### config.mk
export PLATFORM = sky130hd
export DESIGN_NAME = resilient_stage_ctrl_flat
export DESIGN_NICKNAME = d
export VERILOG_FILES = /design/src/rtl/resilient_stage_ctrl_pkg.sv /design/src/rtl/resilient_stage_ctrl_if.sv /design/src/rtl/resilient_stage_ctrl_mode_tracker.sv /design/src/rtl/resilient_stage_ctrl.sv /design/src/flat_wrapper.sv
export SDC_FILE = /design/constraint.sdc
export NUM_CORES = 1
export LEC_CHECK = 0
export CORE_MARGIN = 5
export CORE_UTILIZATION = 45
export CTS_CLUSTER_SIZE = 28
export DETAILED_ROUTE_END_ITERATION = 7
export PLACE_DENSITY = 0.72
export RECOVER_POWER = 25
export REMOVE_ABC_BUFFERS = 1
export SETUP_SLACK_MARGIN = 0.3
export SYNTH_ARGS = -nofsm -noshare
export SYNTH_HDL_FRONTEND = slang
export SYNTH_HIERARCHICAL = 1
export SYNTH_SLANG_ARGS = --single-unit
### constraint.sdc
create_clock -name clk -period 1.74 [get_ports clk]
set_clock_uncertainty 0.15 [all_clocks]
set_input_delay 0.435 -clock clk [delete_from_list [all_inputs] [get_ports clk]]
set_output_delay 0.435 -clock clk [all_outputs]
set_load 0.02 [all_outputs]
### src/rtl/resilient_stage_ctrl_pkg.sv
// rtl/resilient_stage_ctrl_pkg.sv - shared types and helpers for the resilient stage controller
package resilient_ctrl_pkg;

    typedef enum logic [3:0] {
        IDLE     = 4'd0,
        PRE      = 4'd1,
        SAMPLE   = 4'd2,
        DETECT   = 4'd3,
        ERR_REQ  = 4'd4,
        ERR_RTZ  = 4'd5,
        RESAMPLE = 4'd6,
        FWD      = 4'd7,
        RTZ      = 4'd8
    } state_e;

    // Ceiling log2, never below 1 so that derived counters are always at least one bit wide
    function automatic int clog2(input int value);
        int r;
        r = 0;
        for (int i = 0; i < 31; i++) begin
            if ((1 << i) < value) begin
                r = i + 1;
            end
        end
        if (r == 0) begin
            r = 1;
        end
        return r;
    endfunction

endpackage

### src/rtl/resilient_stage_ctrl_if.sv
// rtl/resilient_stage_ctrl_if.sv - handshake and detector bundle of one resilient pipeline stage
interface resilient_stage_ctrl_if #(
    parameter int N_ERR = 2
) ();
    logic             Lreq;
    logic             Lack;
    logic             Rreq;
    logic             Rack;
    logic             LEreq;
    logic             LEack;
    logic             sample;
    logic [N_ERR-1:0] err;

    // Controller side
    modport master (
        input  Lreq,
        output Lack,
        output Rreq,
        input  Rack,
        output LEreq,
        input  LEack,
        output sample,
        input  err
    );

    // Environment side: neighbouring stages and the error detectors
    modport slave (
        output Lreq,
        input  Lack,
        input  Rreq,
        output Rack,
        input  LEreq,
        output LEack,
        input  sample,
        output err
    );
endinterface

### src/rtl/resilient_stage_ctrl_mode_tracker.sv
// rtl/resilient_stage_ctrl_mode_tracker.sv - error statistics and fast/slow mode selection
module resilient_mode_tracker
    import resilient_ctrl_pkg::*;
#(
    parameter int ERR_THRESH = 2,
    parameter int CLEAN_WIN  = 4,
    parameter int CNT_W      = 8
) (
    input  logic             clk,
    input  logic             rst,
    input  logic             token_done_i,
    input  logic             token_err_i,
    output logic             slow_mode_o,
    output logic [CNT_W-1:0] err_cnt_o
);

    localparam int RUN_MAX = (ERR_THRESH > CLEAN_WIN) ? ERR_THRESH : CLEAN_WIN;
    localparam int RW      = clog2(RUN_MAX + 1);

    logic [RW-1:0]    cons_q, cons_d;
    logic [RW-1:0]    clean_q, clean_d;
    logic             slow_q, slow_d;
    logic [CNT_W-1:0] cnt_q, cnt_d;
    logic [RW-1:0]    cons_inc;
    logic [RW-1:0]    clean_inc;

    // Run counters stay below their thresholds, so the increment always fits in RW bits
    assign cons_inc  = cons_q + RW'(1);
    assign clean_inc = clean_q + RW'(1);

    // Per-token bookkeeping: one update on each token_done strobe
    always_comb begin
        cons_d  = cons_q;
        clean_d = clean_q;
        slow_d  = slow_q;
        cnt_d   = cnt_q;
        if (token_done_i) begin
            if (token_err_i) begin
                if (cnt_q != {CNT_W{1'b1}}) begin
                    cnt_d = cnt_q + CNT_W'(1);
                end
                clean_d = '0;
                if (cons_inc >= RW'(ERR_THRESH)) begin
                    slow_d = 1'b1;
                    cons_d = '0;
                end else begin
                    cons_d = cons_inc;
                end
            end else begin
                cons_d = '0;
                if (slow_q) begin
                    if (clean_inc >= RW'(CLEAN_WIN)) begin
                        slow_d  = 1'b0;
                        clean_d = '0;
                    end else begin
                        clean_d = clean_inc;
                    end
                end
            end
        end
    end

    // Statistics and mode registers
    always_ff @(posedge clk) begin
        if (rst) begin
            cons_q  <= '0;
            clean_q <= '0;
            slow_q  <= 1'b0;
            cnt_q   <= '0;
        end else begin
            cons_q  <= cons_d;
            clean_q <= clean_d;
            slow_q  <= slow_d;
            cnt_q   <= cnt_d;
        end
    end

    assign slow_mode_o = slow_q;
    assign err_cnt_o   = cnt_q;

endmodule

### src/rtl/resilient_stage_ctrl.sv
// rtl/resilient_stage_ctrl.sv - handshake, sampling and error-recovery controller for one stage
module resilient_stage_ctrl
    import resilient_ctrl_pkg::*;
#(
    parameter int N_ERR      = 2,
    parameter int DET_LAT    = 1,
    parameter int ERR_THRESH = 2,
    parameter int CLEAN_WIN  = 4,
    parameter int CNT_W      = 8
) (
    input  logic                   clk,
    input  logic                   rst,
    resilient_stage_ctrl_if.master bus,
    output logic                   slow_mode,
    output logic [CNT_W-1:0]       err_cnt
);

    localparam int DW = clog2(DET_LAT + 1);

    state_e           state_q, state_d;
    logic [DW-1:0]    det_cnt_q, det_cnt_d;
    logic             lack_q, lack_d;
    logic             rreq_q, rreq_d;
    logic             lereq_q, lereq_d;
    logic             sample_q, sample_d;
    logic [N_ERR-1:0] err_w;
    logic             any_err;
    logic             det_last;
    logic             token_done;

    assign err_w      = bus.err;
    assign any_err    = |err_w;
    assign det_last   = (state_q == DETECT) && (det_cnt_q == DW'(DET_LAT - 1));
    assign token_done = det_last;

    // State and detect-latency counter registers
    always_ff @(posedge clk) begin
        if (rst) begin
            state_q   <= IDLE;
            det_cnt_q <= '0;
        end else begin
            state_q   <= state_d;
            det_cnt_q <= det_cnt_d;
        end
    end

    // Next-state logic; slow_mode is only consulted when a token starts
    always_comb begin
        state_d   = state_q;
        det_cnt_d = (state_q == DETECT) ? det_cnt_q + DW'(1) : '0;
        case (state_q)
            IDLE:     if (bus.Lreq) state_d = slow_mode ? PRE : SAMPLE;
            PRE:      state_d = SAMPLE;
            SAMPLE:   state_d = DETECT;
            DETECT:   if (det_last) state_d = any_err ? ERR_REQ : FWD;
            ERR_REQ:  if (bus.LEack) state_d = ERR_RTZ;
            ERR_RTZ:  if (!bus.LEack) state_d = RESAMPLE;
            RESAMPLE: state_d = FWD;
            FWD:      if (bus.Rack) state_d = RTZ;
            RTZ:      if (!bus.Rack && !bus.Lreq) state_d = IDLE;
            default:  state_d = IDLE;
        endcase
    end

    // Output decode from the next state so the registered outputs track the current state
    always_comb begin
        lack_d   = (state_d == FWD) || (state_d == RTZ);
        rreq_d   = (state_d == FWD);
        lereq_d  = (state_d == ERR_REQ);
        sample_d = (state_d == SAMPLE) || (state_d == RESAMPLE);
    end

    // Output registers
    always_ff @(posedge clk) begin
        if (rst) begin
            lack_q   <= 1'b0;
            rreq_q   <= 1'b0;
            lereq_q  <= 1'b0;
            sample_q <= 1'b0;
        end else begin
            lack_q   <= lack_d;
            rreq_q   <= rreq_d;
            lereq_q  <= lereq_d;
            sample_q <= sample_d;
        end
    end

    assign bus.Lack   = lack_q;
    assign bus.Rreq   = rreq_q;
    assign bus.LEreq  = lereq_q;
    assign bus.sample = sample_q;

    resilient_mode_tracker #(
        .ERR_THRESH (ERR_THRESH),
        .CLEAN_WIN  (CLEAN_WIN),
        .CNT_W      (CNT_W)
    ) u_tracker (
        .clk          (clk),
        .rst          (rst),
        .token_done_i (token_done),
        .token_err_i  (any_err),
        .slow_mode_o  (slow_mode),
        .err_cnt_o    (err_cnt)
    );

endmodule

### src/flat_wrapper.sv
// flat-port wrapper written by rule: the top's interface ports become plain ports
module resilient_stage_ctrl_flat import resilient_ctrl_pkg::*;
#(
    parameter int N_ERR      = 2,
    parameter int DET_LAT    = 1,
    parameter int ERR_THRESH = 2,
    parameter int CLEAN_WIN  = 4,
    parameter int CNT_W      = 8
)
  (clk, rst, slow_mode, err_cnt, bus_Lreq, bus_Lack, bus_Rreq, bus_Rack, bus_LEreq, bus_LEack, bus_sample, bus_err);
  resilient_stage_ctrl_if #(.N_ERR(N_ERR)) bus_i ();
  input  logic clk;
  input  logic rst;
  output logic slow_mode;
  output logic [CNT_W-1:0] err_cnt;
  input wire logic [$bits(bus_i.Lreq)-1:0] bus_Lreq;
  output wire logic [$bits(bus_i.Lack)-1:0] bus_Lack;
  output wire logic [$bits(bus_i.Rreq)-1:0] bus_Rreq;
  input wire logic [$bits(bus_i.Rack)-1:0] bus_Rack;
  output wire logic [$bits(bus_i.LEreq)-1:0] bus_LEreq;
  input wire logic [$bits(bus_i.LEack)-1:0] bus_LEack;
  output wire logic [$bits(bus_i.sample)-1:0] bus_sample;
  input wire logic [$bits(bus_i.err)-1:0] bus_err;
  assign bus_i.Lreq = bus_Lreq;
  assign bus_Lack = bus_i.Lack;
  assign bus_Rreq = bus_i.Rreq;
  assign bus_i.Rack = bus_Rack;
  assign bus_LEreq = bus_i.LEreq;
  assign bus_i.LEack = bus_LEack;
  assign bus_sample = bus_i.sample;
  assign bus_i.err = bus_err;
  resilient_stage_ctrl #(.N_ERR(N_ERR), .DET_LAT(DET_LAT), .ERR_THRESH(ERR_THRESH), .CLEAN_WIN(CLEAN_WIN), .CNT_W(CNT_W)) u_core (.clk(clk), .rst(rst), .bus(bus_i), .slow_mode(slow_mode), .err_cnt(err_cnt));
endmodule
==> results.md <==
* Status: finished, final reports clean
* Yosys warns at 6
* Max-cap violations at 0
* Remaining DRCs at 0
* First-pass GRT wire length at approximately 5200 um
* #FFs+latches synth at 24
* Maximum clock path buffer count at 2
* Via/cell ratio at 5.64
* Pre-CTS setup slack at -0.310 ns
* Share of cells above drive strength 1 at a little under half
* CTS tree: done
* CTS buffer count at 3
* Final period util at 97.6%
* Final Hold Viols at 0
* Layout Nets at 186
* Worst skew pair latency at roughly 0.31 ns
* Worst hold path stage count at 2
* Slew Limit Fails at 0
* # fillers at 226
* Syn Inst Count at 127
* Total congestion overflow at 0
* Worst reg2reg startpoint: u_core/det_cnt_q
* Core area at 2690 sq um
* Maximum fanout along the worst path at 7
* DIE AREA at 3870 sq um
* Die width at 62.2 um
* Area Growth Syn to Fin at 41.1%
* Hold Path Sink: u_core/u_tracker/cons_q[1]
* Final Power at roughly 970 uW
* Synth top area share at roughly 39%
* Ys async rst share at 0%
* GRT Overall Usage at about 16%
* Startpoint Class: primary input
* Critical setup path kind: primary input to flip-flop
* Crit path required time at 1.79 ns
* Yosys top cell by area: dfxtp_1
* Initial antenna violation count at 0
* Relative slew slack at 81.6%
* Synth top area cells: dfxtp_1 39%, ha_1 4.1%, a21oi_1 2.9%
* # setup viols final at 0
* Worst Hold Class: flip-flop to flip-flop
* Crit. End Element: flip-flop
* Least-Margin Pin Slew at 0.272 ns
* CTS root buf: clkbuf_4
* WP data arrival at 1.75 ns
* RSZ-0062 raised after global routing: yes
* Seq/Total Area, Yosys at just under 40%
* Initial Util at 45.7%
* Clock Pin Slew Worst Setup and Hold Paths at 0.12 ns
* Max Clk Rate at around 590 MHz
* DR iter-0 viols at 67
* Gpl congestion at 0.826
* DIE HEIGHT at ~62 um
* Leakage at 0.720 nW
* Largest net degree at the start of global routing at 19
* Input/output buffers at 19
* Pwr dens at 558 nW/um^2
* ANT cells at 0
* CTS H-tree depth at 1
* Slack of the worst reg-to-reg path at ~0.05 ns
* Vias in the first global route at 1123
* Mapped cell area at 1230 sq um
* Avg Synthesized Cell Area at 9.66 sq um
* Worst Hold Launch: u_core/u_tracker/cons_q[1]
* PnR worst setup slack at 0.0426 ns
* Total Routed Length at 2980 um
* Antenna violation net count after detailed routing at 0
* HPWL after DPL at between 2000 and 2500 um
* VDD IR max at 0.474 mV
* Worst R2R End: u_core/u_tracker/err_cnt_o[5]
* Via count at 1150
* R2R cell count at 5
* Minimum clock period at roughly 1.7 ns
* Ports at 20
* Synth cell types at 51
* DRT Pass-1 Iters at 4
* FP Rows at 19
* Ys flop type: dfxtp_1
* Number of clock sinks at 24
* Post-synth EDFFs at 0
* Routed len/inst at 14.6 um
[report_power, final]
part,internal (mW),switching (mW)
Sequential,0.559,0.00673
Clock,0.0808,0.150
Combinational,0.0881,0.0819
Total,0.728,0.238
[worst max path at each step]
stage                               endpoint  cells after the start                     startpoint  slack (ns)
3_5_place_dp     u_core/u_tracker/clean_q[0]                      6                     bus_err[1]       -0.31
2_1_floorplan  u_core/u_tracker/err_cnt_o[5]                      5              u_core/state_q[2]       -0.12
3_3_place_gp   u_core/u_tracker/err_cnt_o[4]                      5                     bus_err[1]       -0.27
6_report       u_core/u_tracker/err_cnt_o[5]                      5                     bus_err[1]        0.04
4_1_cts                           err_cnt[0]                      1  u_core/u_tracker/err_cnt_o[0]        0.03
5_1_grt        u_core/u_tracker/err_cnt_o[5]                      5               u_core/det_cnt_q       -0.02
[layer usage]
layer | vias to the layer above | part of all wire, % | GRT usage, %
met1 | 548 | 45 | 19.8
met4 | 0 | 1.5 | 7.59
met2 | 29 | 49 | 26.8
met3 | 4 | 4.3 | 2.52
li1 | 569 | - | -
met5 | - | 0 | 0
[sequential cells by signal, summed over array words and instances, names as in the netlist]
name and cells:
u_core/u_tracker/clean_q 3, u_core/det_cnt_q 1, u_core/u_tracker/cons_q 3, u_core/u_tracker/err_cnt_o 8
u_core/u_tracker/slow_mode_o 1, u_core/bus.Lack 1, u_core/bus.LEreq 1, u_core/bus.sample 1
u_core/bus.Rreq 1, u_core/state_q 4
[cells in the mapped netlist, types with 2 or more instances]
| library cell | n |
|---|---|
| a31oi_1 | 4 |
| and3b_1 | 3 |
| nand4_1 | 2 |
| xnor2_1 | 2 |
| o21bai_1 | 2 |
| nor2b_1 | 3 |
| a21oi_1 | 7 |
| nor3_1 | 2 |
| inv_1 | 6 |
| and3_1 | 3 |
| nor2_1 | 9 |
| buf_2 | 3 |
| ha_1 | 4 |
| nand2_1 | 5 |
| and4_1 | 2 |
| nand2b_1 | 4 |
| dfxtp_1 | 24 |
| and2_1 | 3 |
| a211oi_1 | 2 |
| nor3b_1 | 3 |
| nand3_1 | 3 |
| a311oi_1 | 2 |
[critical path, cell delays in order]
cell and delay, ns:
clkdlybuf4s50_1 0.49, or2_4 0.17, nand4_1 0.15, a211oi_2 0.20, mux2_4 0.31
[kinds of logic (layout without fill, tap and decap cells)]
family	Yosys count	after routing	synth area share, %
buffers and inverters	12	58	4.69
multiplexers	3	3	2.96
AO/OA/AOI/OAI	30	30	20.5
flip-flops	24	24	39.1
AND/OR/NAND/NOR	52	52	27.2
adder cells (fa/ha/maj)	4	4	4.08
XOR/XNOR	2	2	1.43
[timing repair]
| item | 4_1_cts | 5_1_grt |
|---|---|---|
| gates resized for setup | 75 | 22 |
| setup buffers | 5 | 3 |
| hold buffers | 0 | 0 |
| gates cloned | 1 | 0 |
| pin swaps | 14 | 9 |
| endpoints found under the setup margin | 29 | 30 |
[area by class of cell]
type                    count  area, sq um  area share [%]
well taps                  31         38.8            2.24
repair buffers             49          384            22.2
flip-flops and latches     24          499            28.8
inverters                   6         22.5            1.30
clock buffers               3         22.5            1.30
multi-input cells          91          764            44.1
[layout by cell type, fill, tap and decap left out, drive strengths merged, types with 4 or more instances in the layout]
cell           Yosys  routed
a21oi              7       7
nor2               9       9
clkdlybuf4s50      0       4
ha                 4       4
nand2b             4       4
nand2              5       5
dfxtp             24      24
a31oi              4       4
inv                6       6
buf                4      43
[through the flow]
stage                     utilization (%)  setup TNS (ns)  hold WS (ns)  cell area (sq um)  instances
final                                64.5               0         0.337               1730        204
after global routing                 64.5         -0.0326         0.381               1730        204
after CTS                            61.4               0         0.337               1650        201
after detailed placement             58.8           -3.51         0.319               1580        192
after global placement               58.8           -3.00         0.307               1580        192
after floorplan                         -          -0.221         0.288               1190        121
Note: power is estimated with default switching activity, not from simulation.
==> patch 1 (config.mk and constraints unchanged) <==
Put a register stage on the output `err_cnt`, cleared by the reset. The value now appears one clock later. The other outputs are not delayed to match.
--- a/src/rtl/resilient_stage_ctrl.sv
+++ b/src/rtl/resilient_stage_ctrl.sv
@@ -16,6 +16,8 @@
 );
 
     localparam int DW = clog2(DET_LAT + 1);
+
+    logic [CNT_W-1:0] err_cnt_d;
 
     state_e           state_q, state_d;
     logic [DW-1:0]    det_cnt_q, det_cnt_d;
@@ -100,8 +102,16 @@
         .token_done_i (token_done),
         .token_err_i  (any_err),
         .slow_mode_o  (slow_mode),
-        .err_cnt_o    (err_cnt)
+        .err_cnt_o    (err_cnt_d)
     );
+
+    always_ff @(posedge clk) begin
+        if (rst) begin
+            err_cnt <= '0;
+        end else begin
+            err_cnt <= err_cnt_d;
+        end
+    end
 
 endmodule
 
Function: changed (Yosys sat finds a counterexample within 4 cycles, from zero or initial values and one cycle with rst high).
==> patch 1 against the unedited design <==
- sequential cell count grew 8
- routed wire length grew 18%
- largest cell class unchanged
- via count grew 11%
- synthesized area grew 22%
- final area grew 25%
- worst setup slack lost 0.016 ns
- clock power grew to 2.8 times the old value
- die area grew 18%
- critical endpoint is now u_core/u_tracker/err_cnt_o[0]
- total power grew 78%
==> patch 1: results (changes against the unedited design) <==
- Outcome: finished clean (unchanged)
- Sequential element share of the synthesized area: 0.428 (was 0.391)
- Standby leakage power: 0.866 nW (was 0.720 nW)
- Synth area leaders: dfxtp_1, nor2b_1, ha_1, nor2_1, nand2b_1 (was dfxtp_1, ha_1, a21oi_1, nor2_1, a41oi_4)
- Post-placement cell count: 229 (was 192)
- Routing usage on met3: 0.0599 (was 0.0252)
- Final period demand of the worst path: 1.71 ns (was 1.70 ns)
- Detail-routed via count per cell: 5.21 (was 5.64)
- Routed wire length per instance: 14.3 um (was 14.6 um)
- Synth top cells by count: dfxtp_1, nor2b_1, nor2_1, nand2_1 (was dfxtp_1, nor2_1, a21oi_1, inv_1, nand2_1)
- Final hold slack: 0.335 ns (was 0.337 ns)
- Global router's overall resource usage: 0.162 (was 0.160)
- Delay of the slowest cell on the worst path: 0.37 ns (was 0.49 ns)
- Post-synthesis compound-gate area fraction: 0.182 (was 0.205)
- Metal-1 WL: 1570 um (was 1340 um)
- Post-layout net count: 210 (was 186)
- Sw Pwr: 431 uW (was 238 uW)
- Class of the most critical setup path: flip-flop to flip-flop (was input pin to flip-flop)
- Clock transition at the registers of the reported paths: 0.10 ns (was 0.12 ns)
- Post-CTS Repair Setup Buffers: 6 (was 5)
- DP Worst Slack: -0.377 ns (was -0.310 ns)
- Number of cells on the worst reg-to-reg path: 6 (was 5)
- Global-route wire length before repair: 5490 um (was 5170 um)
- Met2 wirelength from detailed routing: 1790 um (was 1460 um)
- Growth of design area from synthesis to finish: 44.5% (was 41.1%)
- Invs w/o clock: 5 (was 6)
## patch 1: cell types whose count changed after synthesis, moves of 2 or more
cell     change
a21oi_1      -2
and2_1       -3
dfxtp_1      +8
nor2b_1     +11
nor3_1       +2
nor4_1       +2
o21ai_0      +2
o21ba_2      +3
## patch 1: power by group through the flow
stage          Clock (mW)  Sequential, mW  Combinational [mW]
3_5_place_dp            0           0.784               0.218
5_1_grt             0.698           0.774               0.332
6_report            0.637           0.771               0.314
4_1_cts             0.651           0.770               0.272
2_1_floorplan           0           0.801               0.102
3_3_place_gp            0           0.782               0.212
## patch 1: worst min-delay path by stage
stage                                  endpoint  depth (start not counted)
floorplan           u_core/u_tracker/clean_q[0]                          2
global placement    u_core/u_tracker/clean_q[0]                          2
detailed placement   u_core/u_tracker/cons_q[1]                          2
CTS                 u_core/u_tracker/clean_q[0]                          2
global route                  u_core/err_cnt[2]                          1
finish              u_core/u_tracker/clean_q[0]                          2
==> patch 2 (config.mk and constraints unchanged) <==
Without the edit above. `CLEAN_WIN` is set to 4 in 3 places; all go to 5.
--- a/src/rtl/resilient_stage_ctrl_mode_tracker.sv
+++ b/src/rtl/resilient_stage_ctrl_mode_tracker.sv
@@ -3,7 +3,7 @@
     import resilient_ctrl_pkg::*;
 #(
     parameter int ERR_THRESH = 2,
-    parameter int CLEAN_WIN  = 4,
+    parameter int CLEAN_WIN  = 5,
     parameter int CNT_W      = 8
 ) (
     input  logic             clk,
--- a/src/rtl/resilient_stage_ctrl.sv
+++ b/src/rtl/resilient_stage_ctrl.sv
@@ -5,7 +5,7 @@
     parameter int N_ERR      = 2,
     parameter int DET_LAT    = 1,
     parameter int ERR_THRESH = 2,
-    parameter int CLEAN_WIN  = 4,
+    parameter int CLEAN_WIN  = 5,
     parameter int CNT_W      = 8
 ) (
     input  logic                   clk,
--- a/src/flat_wrapper.sv
+++ b/src/flat_wrapper.sv
@@ -4,7 +4,7 @@
     parameter int N_ERR      = 2,
     parameter int DET_LAT    = 1,
     parameter int ERR_THRESH = 2,
-    parameter int CLEAN_WIN  = 4,
+    parameter int CLEAN_WIN  = 5,
     parameter int CNT_W      = 8
 )
   (clk, rst, slow_mode, err_cnt, bus_Lreq, bus_Lack, bus_Rreq, bus_Rack, bus_LEreq, bus_LEack, bus_sample, bus_err);
Function: no difference found for any inputs over 10 cycles, from zero or initial values and one cycle with rst high; that may be too few to reach the edited logic, so the function may still have changed.
==> patch 2 against the unedited design <==
- the flow now finishes with violations (setup timing)
- hold slack better by 0.019 ns
- routed wire length rose by 21%
- sequential cell count did not move
- total power is 20% higher
- final area up 11%
- die area is 1.7% higher
- synthesized cell count up 7.9%
- worst setup slack got worse by 0.18 ns
- synthesized area rose by 2.0%
- largest cell class unchanged
==> patch 2: results (changes against the unedited design) <==
- Post-Synthesis Cells: 137 (was 127)
- Setup TNS: -0.630 ns (was 0 ns)
- Post-synthesis compound-gate area fraction: 0.187 (was 0.205)
- Maximum vdd drop: 0.565 mV (was 0.474 mV)
- Layout cells sized above 1: 0.508 (was 0.451)
- Setup violation total in the final timing report: 8 (was 0)
- Largest net degree at the start of global routing: 15 (was 19)
- Final worst setup slack: -0.135 ns (was 0.0426 ns)
- Synth top cells by count: dfxtp_1, inv_1, a21oi_1, nor2_1, nand2b_1 (was dfxtp_1, nor2_1, a21oi_1, inv_1, nand2_1)
- Area share of xor/xnor cells in the synthesized design: 0.0140 (was 0.0143)
- Actual slew at the worst max-slew pin: 0.470 ns (was 0.272 ns)
- Critical path peak fanout: 2 (was 7)
- Routing usage on met3: 0.0288 (was 0.0252)
- Via count of the first global-routing pass: 1277 (was 1123)
- Clock transition at the registers of the reported paths: 0.14 ns (was 0.12 ns)
- Post-layout net count: 202 (was 186)
- Delay of the slowest cell on the worst path: 0.44 ns (was 0.49 ns)
- Outcome: complete, but fails checks (was finished clean)
- Timing endpoint of the critical path: u_core/u_tracker/clean_q[2] (was u_core/u_tracker/err_cnt_o[5])
- Routed wire length per instance: 16.4 um (was 14.6 um)
- Yosys cell types: 47 (was 51)
- Sum of met3 wire segment lengths after detailed routing: 140 um (was 128 um)
- 1st-iter DRT viols: 91 (was 67)
- DP Worst Slack: -0.410 ns (was -0.310 ns)
- Mux cell area share after synthesis: 0.0260 (was 0.0296)
- Global router's overall resource usage: 0.180 (was 0.160)
- Filler cell count: 210 (was 226)
- Metal-1 WL: 1490 um (was 1340 um)
- Violated checks: setup timing
- GR Layer Usage met2: 0.323 (was 0.268)
- Beginning of the critical path: u_core/u_tracker/clean_q[0] (was bus_err[1])
- GR Util met1: 0.204 (was 0.198)
==> patch 2: worst max-delay path: cells and delay by family (launching register included) <==
family	cells	cell delay (ns)
and+or+nand+nor	2	0.82
adders and majority gates	1	0.23
DFF	1	0.35
buffers and inverters	1	0.04
AOI/OAI and AO/OA	1	0.21
==> patch 2: report_power, final <==
part	switching [mW]	internal, mW	leakage (nW)
logic	0.0911	0.0931	0.545
clock network	0.172	0.233	0.0279
registers	0.00742	0.561	0.201
==> patch 2: final cells by class <==
| type | instances | share of cell area |
|---|---|---|
| Multi-Input combinational cell | 95 | 0.434 |
| Sequential cell | 24 | 0.261 |
| Tap cell | 31 | 0.0202 |
| Clock buffer | 3 | 0.0117 |
| Clock inverter | 1 | 0.0156 |
| Timing Repair Buffer | 54 | 0.235 |
| Inverter | 12 | 0.0235 |
==> patch 2: stage by stage <==
stage	area (um2)	hold slack [ns]	total power, mW	utilization
floorplan	1220	0.290	0.655	-
global placement	1610	0.308	0.731	0.594
detailed placement	1610	0.320	0.735	0.594
CTS	1790	0.340	1.15	0.660
global route	1920	0.387	1.22	0.708
finish	1920	0.356	1.16	0.708
==> patch 2: cell families (layout without fill, tap and decap cells) <==
family | Yosys count | count (layout)
simple gates | 54 | 54
mux | 3 | 3
buf+inv | 18 | 70
fa+ha+maj | 5 | 5
compound gates | 31 | 31
xor+xnor | 2 | 2
flops | 24 | 24
==> patch 2: what timing repair did <==
action,CTS,global route
hold buffers,0,0
hold endpoints to repair,0,0
endpoints found under the setup margin,29,29
pin swaps,20,8
gates resized for setup,94,34
setup buffers,9,5
